===== config.mk =====
export PLATFORM = sky130hd
export DESIGN_NAME = counter_load_sequencer
export DESIGN_NICKNAME = d
export VERILOG_FILES = /design/src/rtl/counter_pkg.sv /design/src/rtl/rr_arb2.sv /design/src/rtl/counter_load_sequencer.sv
export SDC_FILE = /design/constraint.sdc
export NUM_CORES = 1
export LEC_CHECK = 0
export ABC_AREA = 0
export BUFFER_PORTS_ARGS = -buffer_cell sky130_fd_sc_hd__buf_2
export CAP_MARGIN = 25
export CORE_MARGIN = 2
export CORE_UTILIZATION = 40
export DETAILED_ROUTE_END_ITERATION = 8
export PLACE_DENSITY = 0.78
export SKIP_CTS_REPAIR_TIMING = 1
export SLEW_MARGIN = 20
export SYNTH_ARGS = -nofsm -noshare
export SYNTH_HDL_FRONTEND = slang
export SYNTH_SLANG_ARGS = --single-unit

===== constraint.sdc =====
create_clock -name clk_50 -period 2 [get_ports clk_50]
set_clock_uncertainty 0.2 [all_clocks]
set_input_delay 0.2 -clock clk_50 [delete_from_list [all_inputs] [get_ports clk_50]]
set_output_delay 0.2 -clock clk_50 [all_outputs]
set_load 0.01 [all_outputs]

===== src/rtl/counter_pkg.sv =====
// Shared types and defaults for the counter load sequencer.
package counter_pkg;

    typedef enum logic [1:0] {
        IDLE,
        LOAD,
        RUN,
        DONE
    } state_t;

    function automatic int term_default(input int width);
        return (1 << width) - 1;
    endfunction

endpackage


===== src/rtl/rr_arb2.sv =====
// Two-way round-robin arbiter: on a tie the requester not served last wins.
module rr_arb2 (
    input  logic [1:0] req,
    input  logic       last,
    output logic [1:0] win
);

    always_comb begin
        win = 2'b00;
        unique case (req)
            2'b01:   win = 2'b01;
            2'b10:   win = 2'b10;
            2'b11:   win = last ? 2'b01 : 2'b10;
            default: win = 2'b00;
        endcase
    end

endmodule


===== src/rtl/counter_load_sequencer.sv =====
// Arbitrates two requesters, loads an external counter and runs it to TERM
// under watchdog supervision.
module counter_load_sequencer
    import counter_pkg::*;
#(
    parameter int               WIDTH = 4,
    parameter logic [WIDTH-1:0] TERM  = WIDTH'(term_default(WIDTH)),
    parameter int               WDOG  = 2**WIDTH + 2
) (
    input  logic             clk_50,
    input  logic             reset,
    input  logic [1:0]       req,
    input  logic [WIDTH-1:0] load_val0,
    input  logic [WIDTH-1:0] load_val1,
    input  logic [WIDTH-1:0] count_q,
    output logic             load_1,
    output logic [WIDTH-1:0] count_in,
    output logic             count_en,
    output logic [1:0]       gnt,
    output logic [1:0]       done,
    output logic             wd_err,
    output logic             busy
);

    localparam int WDW = $clog2(WDOG + 1);

    state_t         state;
    state_t         state_n;
    logic           win_idx;
    logic           last;
    logic [WDW-1:0] wd;
    logic [1:0]     arb_win;
    logic [1:0]     win_oh;
    logic           win_req;
    logic           at_term;
    logic           wd_hit;
    logic           served;
    logic           wd_abort;

    rr_arb2 u_arb (
        .req  (req),
        .last (last),
        .win  (arb_win)
    );

    assign win_oh  = win_idx ? 2'b10 : 2'b01;
    assign win_req = req[win_idx];
    assign at_term = (count_q == TERM);
    assign wd_hit  = (wd == WDW'(WDOG - 1));

    always_comb begin
        state_n  = state;
        served   = 1'b0;
        wd_abort = 1'b0;
        unique case (state)
            IDLE: begin
                if (|req) state_n = LOAD;
            end
            LOAD: begin
                state_n = win_req ? RUN : IDLE;
                served  = !win_req;
            end
            RUN: begin
                if (!win_req) begin
                    state_n = IDLE;
                    served  = 1'b1;
                end else if (at_term) begin
                    state_n = DONE;
                end else if (wd_hit) begin
                    state_n  = IDLE;
                    served   = 1'b1;
                    wd_abort = 1'b1;
                end
            end
            DONE: begin
                state_n = IDLE;
                served  = 1'b1;
            end
            default: state_n = IDLE;
        endcase
    end

    always_comb begin
        busy     = (state != IDLE);
        load_1   = (state != LOAD);
        count_en = (state == RUN) && win_req && !at_term;
        gnt      = busy ? win_oh : 2'b00;
        done     = (state == DONE) ? win_oh : 2'b00;
    end

    always_ff @(posedge clk_50 or posedge reset) begin
        if (reset) begin
            state    <= IDLE;
            win_idx  <= 1'b0;
            last     <= 1'b1;
            count_in <= '0;
            wd       <= '0;
            wd_err   <= 1'b0;
        end else begin
            state  <= state_n;
            wd_err <= wd_abort;
            if (state == IDLE && |req) begin
                win_idx  <= arb_win[1];
                count_in <= arb_win[1] ? load_val1 : load_val0;
            end
            // Watchdog counts RUN cycles of the current run only
            if (state_n == LOAD) wd <= '0;
            else if (state == RUN) wd <= wd + 1'b1;
            if (served) last <= win_idx;
        end
    end

endmodule


# Yosys cells after proc, flatten, opt, wreduce, memory -nomap -nowiden
# Index checks and enable logic that the tools add are counted.
[totals]
in_bits = 16
word_cells = 49
output_inout_bits = 12
register_bits = 14
[classes]
n_addsub = 1
reduce_logical = 9
n_eq_ne = 10
n_lt_le_gt_ge = 1
mux = 22
[op_table]
columns = ["operator", "count"]
rows = [
  ["$mux 2", 9],
  ["$mux 5", 2],
  ["$eq 2x2->1 const B", 4],
  ["$pmux 2 s4", 1],
  ["$mux 1", 7],
  ["$eq 2x1->1 const B", 3],
  ["$pmux 2 s3", 1],
  ["$add 5x1->5 const B", 1],
  ["$eq 5x5->1 const B", 1],
  ["$eq 4x4->1 const B", 1],
  ["$mux 4", 1],
  ["$reduce_bool 2->1", 2],
  ["$logic_and 1x1->1", 3],
  ["$pmux 1 s3", 1],
  ["$logic_not 1->1", 2],
  ["$logic_not 2->1", 1],
  ["$lt 1x2->1 const B", 1],
  ["$ne 2x1->1 const B", 1],
  ["$reduce_or 2->1", 1],
]

# Logic depth before layout (Yosys ltp)
# Gate-level depths: netlist of the first run.
[depth]
depth_word = 7
depth_mapped = 5

# By module
# A second synthesis of the first run with hierarchy kept.
[hier_totals]
hier_cells = 78
hier_area_um2 = 838.3
[modules_own_cells]
columns = ["module", "area_each_um2", "instances", "cells_each", "seq_area_each_um2"]
rows = [
  ["counter_load_sequencer", 819.5, 1, 75, 351.6],
  ["rr_arb2", 18.8, 1, 3, 0.0],
]

# Worst setup path before layout of the first run
# Ideal clock, no wire load.
[synth_timing]
path_type = "reg2reg"
start = "register state[1]"
end = "register count_in[0]"
path_slack_ns = 0.455
n_path_buf = 2
arrival_time_ns = 1.220
period_less_slack_ns = 1.545
path_stages_with_launch = 6
required_ns = 1.675
path_cell_list = "dfrtp_1 > buf_6 > nor2_4 > o21a_1 > buf_4 > mux2_2"
[synth_via]
elab_chain_len = 2
[synth_rtl]
columns = ["item", "line", "text"]
rows = [
  ["start: declaration", "counter_load_sequencer.sv:27", "state_t state;"],
  ["start signal: assignment", "counter_load_sequencer.sv:100", "state <= state_n;"],
  ["$logic_not 2->1", "counter_load_sequencer.sv:102", "if (state == IDLE && |req) begin"],
  ["$logic_and 1x1->1", "counter_load_sequencer.sv:102", ""],
  ["end signal: assignment", "counter_load_sequencer.sv:104", "count_in <= arb_win[1] ? load_val1 : load_val0;"],
  ["end: declaration", "counter_load_sequencer.sv:17", "output logic [WIDTH-1:0] count_in,"],
]
# No other way between the ends.
# A chain may end at the register's enable or synchronous reset.

# Worst setup path in the final report of the first run
[layout_timing]
start = "register win_idx"
end = "output count_en"
[layout_via]
elab_chain_len = 4
[layout_rtl]
columns = ["item", "line", "text"]
rows = [
  ["start: declaration", "counter_load_sequencer.sv:29", "logic win_idx;"],
  ["start signal: assignment", "counter_load_sequencer.sv:103", "win_idx <= arb_win[1];"],
  ["$mux 1 (not written as such) (2 in a row)", "counter_load_sequencer.sv:47", "assign win_req = req[win_idx];"],
  ["$logic_and 1x1->1 (2 in a row)", "counter_load_sequencer.sv:86", "count_en = (state == RUN) && win_req && !at_term;"],
  ["end: declaration", "counter_load_sequencer.sv:18", "output logic count_en,"],
]
# No other way between the ends. The select of a mux whose other input is x is not followed.

==> impl_results.md, run 1 <==
* Initial drt markers at 10
* Clock buffers created by TritonCTS at 3
* Ys flop type: dfrtp_1
* Fin cells at 132
* Mean Syn Cell Area at roughly 11 um^2
* Largest incremental delay on the critical path at 470 ps
* IO buf count at 27
* Layout cell share with drive strength beyond 1 at 0.429
* Multi-input gate area at around 430 um^2
* DP Wirelength at 1420 um
* Wirelength per Cell at 13.7 um
* CTS clk-pin slew, worst paths at 90 ps
* Worst-Margin Slew at 516 ps
* Number of synthesized register bits at 14
* Final slew viol count at 0
* Post-route clock period utilization at 0.928
* TritonCTS clock tree: done
* Sequential area share after synthesis at 0.429
* CP Cell Sequence: mux2i_2 -> nand2b_1 -> nor2_1 -> buf_2
* Post-route ant nets at 0
* Die Area at 2430 um^2
* Post-DP Area at 958 um^2
* Bufs on Longest Clock Path at 2
* I/O Pins at 28
* Min-Delay Endpoint: state[0]
* Final Power at 1290 uW
* Most common cell after layout, fill and taps aside: buf_2
* Layout Nets at ~120
* Synth-to-layout area growth at 23.2%
* Die X at 49.3 um
* Max_slew headroom at 0.656
* # rows at 16
* Grt ovf at 0
* FILL cells at 193
* Hold crit path type: in -> reg
* Critical R2R Launch: state[1]
* Drt pass-1 iters at 4
* Total core area at 1940 um^2
* R2R Path End: count_in[3]
* Syn nets at 94
* TritonCTS Sinks at 14
* Hold Path Depth at 3
* Reg2reg setup slack at 210 ps
* Netlist cell types at 32
* Global-route wire length before repair at 2920 um
* Finished Cell Area at 1010 um^2
* EDFF count, synth at 0
* Worst-path fanout max at 7
* Worst VDD drop at about 0.00079 V
* # diodes at 0
* Pin count of the biggest net entering global routing at 15
* Maximum clock frequency at 539 MHz
* Die outline height at 49.3 um
* Tmin final at 1860 ps
* Placed Cells at between 100 and 150
* Commonest cells after routing, fill and taps aside: buf_2 (27), dfrtp_1 (13), mux2_2 (8)
* Setup crit end kind: output port
* Clk_lat worst skew at 280 ps
* Vias in the first global route at 652
* Critical-path top delay cell: dfrtp_1
* Run status: complete, no violations
* Final setup fails at 0
* RSZ-0062 raised after global routing: no
* H-Tree Depth at 1
* Worst Path Class, Setup: reg -> out
* Min-Delay Startpoint: count_q[0]
* Cell Area, Synth at 820 um^2
* Root buf cell: clkbuf_4
* Yosys warns at 0
* Initial Util at 0.422
* Synth Instances at 76
* Leakage at a little under 0.0005 uW
* # DRC at 0
* Fin. Hold Viols at 0
* Initial antenna violation count at 0
* CP Launch Point: win_idx
* All-Layer GR Usage at 0.165
* CP startpoint kind: flip-flop
* Power Density at 1280 nW/um^2
* Max-cap violations at 0
* Crit path DAT at 1460 ps
* Vias at ~660
* Vias per cell at slightly above 5
* Placer Congestion at roughly 0.84
* Fin Setup TNS at 0 ps
* Fraction of registers with async set/reset at 1.00
* Wirelength, routed at 1810 um
* Register area at about 350 um^2
* Req. time, crit path at roughly 1600 ps
* R2r worst-path depth at 3
-- flip-flops by register name (all words and copies together) (netlist names) --
name	flops
state	2
wd	5
last	1
count_in	4
wd_err	1
win_idx	1
-- cells in the mapped netlist, drive strengths merged, types with 2 or more instances --
cell type | n | area share
inv | 3 | 0.014
or3 | 2 | 0.015
mux2 | 8 | 0.11
o21ai | 6 | 0.037
nor3 | 2 | 0.012
ha | 2 | 0.031
buf | 3 | 0.037
nor2 | 7 | 0.041
a211oi | 3 | 0.027
dfrtp | 13 | 0.40
nor2b | 3 | 0.023
nand2 | 3 | 0.014
nand2b | 2 | 0.015
nand3b | 2 | 0.034
a21oi | 3 | 0.018
-- kinds of logic after synthesis --
logic type      Yosys count  synth area share
buf+inv                   6            0.0504
fa+ha+maj                 2            0.0305
xor+xnor                  2            0.0214
simple gates             27             0.218
compound gates           16             0.128
flops                    14             0.429
mux                       9             0.122
-- worst max-delay path: cells and delay by family (launching register included) --
| kind | cells | cell delay, ps |
|---|---|---|
| DFF | 1 | 470 |
| buffers and inverters | 1 | 130 |
| muxes | 1 | 330 |
| and+or+nand+nor | 2 | 240 |
-- layout make-up --
type / count / area share
Multi-Input combinational cell: 56 / 0.428
Sequential cell: 14 / 0.348
Timing Repair Buffer: 28 / 0.144
Clock buffer: 4 / 0.0359
Tap cell: 27 / 0.0335
Inverter: 3 / 0.0112
-- power breakdown --
part           internal (uW)  switching [uW]  leakage (uW)
clock network            111            94.1     0.0000210
logic                    282             284      0.000295
registers                387             132      0.000178
-- per-layer routing --
layer  part of all wire  GRT usage  wire length (um)
met2               0.51      0.282               916
met4              0.022      0.100                40
met5                  0          0                 0
met1               0.42      0.175               769
met3              0.047     0.0521                85
-- metrics by stage --
step / worst slack [ps] / hold WS [ps] / util
after floorplan: 455 / -111 / -
after global placement: 289 / 58.8 / 0.494
after detailed placement: 217 / 57.0 / 0.494
after CTS: 87.1 / -255 / 0.512
after global routing: 25.6 / 70.5 / 0.520
final: 145 / 58.7 / 0.520
-- how the worst max path moves through the flow --
stage / to / slack, ps / cells past startpoint
2_1_floorplan: count_in[0] / 460 / 5
3_3_place_gp: count_in[0] / 290 / 3
3_5_place_dp: count_in[3] / 220 / 3
4_1_cts: count_en / 90 / 4
5_1_grt: count_en / 30 / 4
6_report: count_en / 140 / 4
No activity file was read; power rests on OpenSTA's default activity.
==> run 2: changes to the inputs <==
- BUFFER_PORTS_ARGS: -buffer_cell sky130_fd_sc_hd__buf_2 -> -buffer_cell sky130_fd_sc_hd__buf_4
- CORE_UTILIZATION: 40 -> 48
- PLACE_DENSITY: 0.78 -> 0.89
==> impl_results.md, run 2 (synthesis results as in run 1) <==
* Worst Path Class, Setup: reg -> out
* Fin Setup TNS at 0 ps
* Max_slew headroom at 0.650
* IO buf count at 27
* # rows at 14
* Placer Congestion at 0.901
* TritonCTS clock tree: done
* # DRC at 0
* Max layer used: met4
* Clock buffers created by TritonCTS at 3
* Die X at 45.3 um
* Layout Nets at 124
* Hold crit path type: in -> reg
* Initial Util at 0.526
* DP Wirelength at 1360 um
* Leakage at 0.000506 uW
* Vias per cell at around 5.8
* CTS clk-pin slew, worst paths at 80 ps
* Wirelength per Cell at about 14 um
* Metal3 WL at 91 um
* Reg with most FFs: wd
* FILL cells at 130
* Top Registers: wd (5), count_in (4), state (2)
* Grt ovf at 0
* Vias at 700
* H-Tree Depth at 1
* Worst hold slack at 56.5 ps
* Wirelength, routed at 1730 um
* Tmin final at 1890 ps
* # diodes at 0
* Initial antenna violation count at 0
* Global-route wire length before repair at 2810 um
* Worst-path fanout max at 10
* Layout cell share with drive strength beyond 1 at 0.419
* Synth-to-layout area growth at 28.5%
* Fin. Hold Viols at 0
* Initial drt markers at 7
* Final setup fails at 0
* Commonest cells after routing, fill and taps aside: buf_4 (27), dfrtp_1 (12), mux2_2 (8)
* Met1 wire length at 699 um
* Pin count of the biggest net entering global routing at 15
* CP startpoint kind: flip-flop
* Final slew viol count at 0
* Drt pass-1 iters at 4
* Die Area at just over 2000 um^2
* Layout Utilization at 0.676
* Vias in the first global route at 670
* All-Layer GR Usage at 0.193
* Maximum clock frequency at about 530 MHz
* Most common cell after layout, fill and taps aside: buf_4
* Max-cap violations at 0
* Worst-Margin Slew at 524 ps
* Setup crit end kind: output port
* Die outline height at about 45 um
* Crit path DAT at approximately 1500 ps
* WL met2 at 925 um
* Worst VDD drop at 0.000750 V
* Post-route clock period utilization at 0.943
* Post-route ant nets at 0
* I/O Pins at 28
* TritonCTS Sinks at 14
* Run status: complete, no violations
* Power Density at 1250 nW/um^2
* Bufs on Longest Clock Path at 2
* Max reg flops at 5
* RSZ-0062 raised after global routing: no
* Total core area at approximately 1600 um^2
* Root buf cell: clkbuf_4
* Clk_lat worst skew at 280 ps
* Req. time, crit path at 1600 ps
[run 2: final timing paths]
check	startpoint	to	slack [ps]	depth (start not counted)
hold / removal	count_q[0]	state[0]	60	3
setup reg to reg	state[0]	count_in[3]	260	3
max in group asynchronous	reset	state[1]	900	3
setup / recovery	state[0]	count_en	110	4
min in group asynchronous	reset	wd[0]	310	3
hold reg to reg	count_in[3]	count_in[3]	320	1
[run 2: worst max-delay path, cell delays in order, from the launching register on]
cell and delay (ps):
dfrtp_1 510, and2b_1 360, nand2b_1 120, nor2_1 100
buf_4 120
[run 2: routing by layer]
layer	GRT usage	up-vias
met4	0.0647	0
met5	0	-
met3	0.0760	2
li1	-	334
met1	0.216	341
met2	0.334	23
[run 2: power by group]
group,internal (uW),switching [uW]
sequential,389,130
combinational,341,283
clock,77.4,90.3
total,808,504
[run 2: final cells by class]
type,instances,area [um^2],share of cell area
Inverter,3,11.3,0.0107
Tap cell,16,20.0,0.0190
Timing Repair Buffer,28,213,0.202
Sequential cell,14,353,0.335
Multi-Input combinational cell,56,430,0.409
Clock buffer,4,26.3,0.0249
[run 2: through the flow]
step | total power, uW | instances | setup WS, ps | instance area, um^2
finish | 1310 | 121 | 114 | 1050
global route | 1420 | 121 | 12.9 | 1050
CTS | 1320 | 120 | 55.7 | 1040
detailed placement | 1140 | 116 | 221 | 1010
global placement | 1110 | 116 | 287 | 1010
floorplan | 935 | 76 | 455 | 820
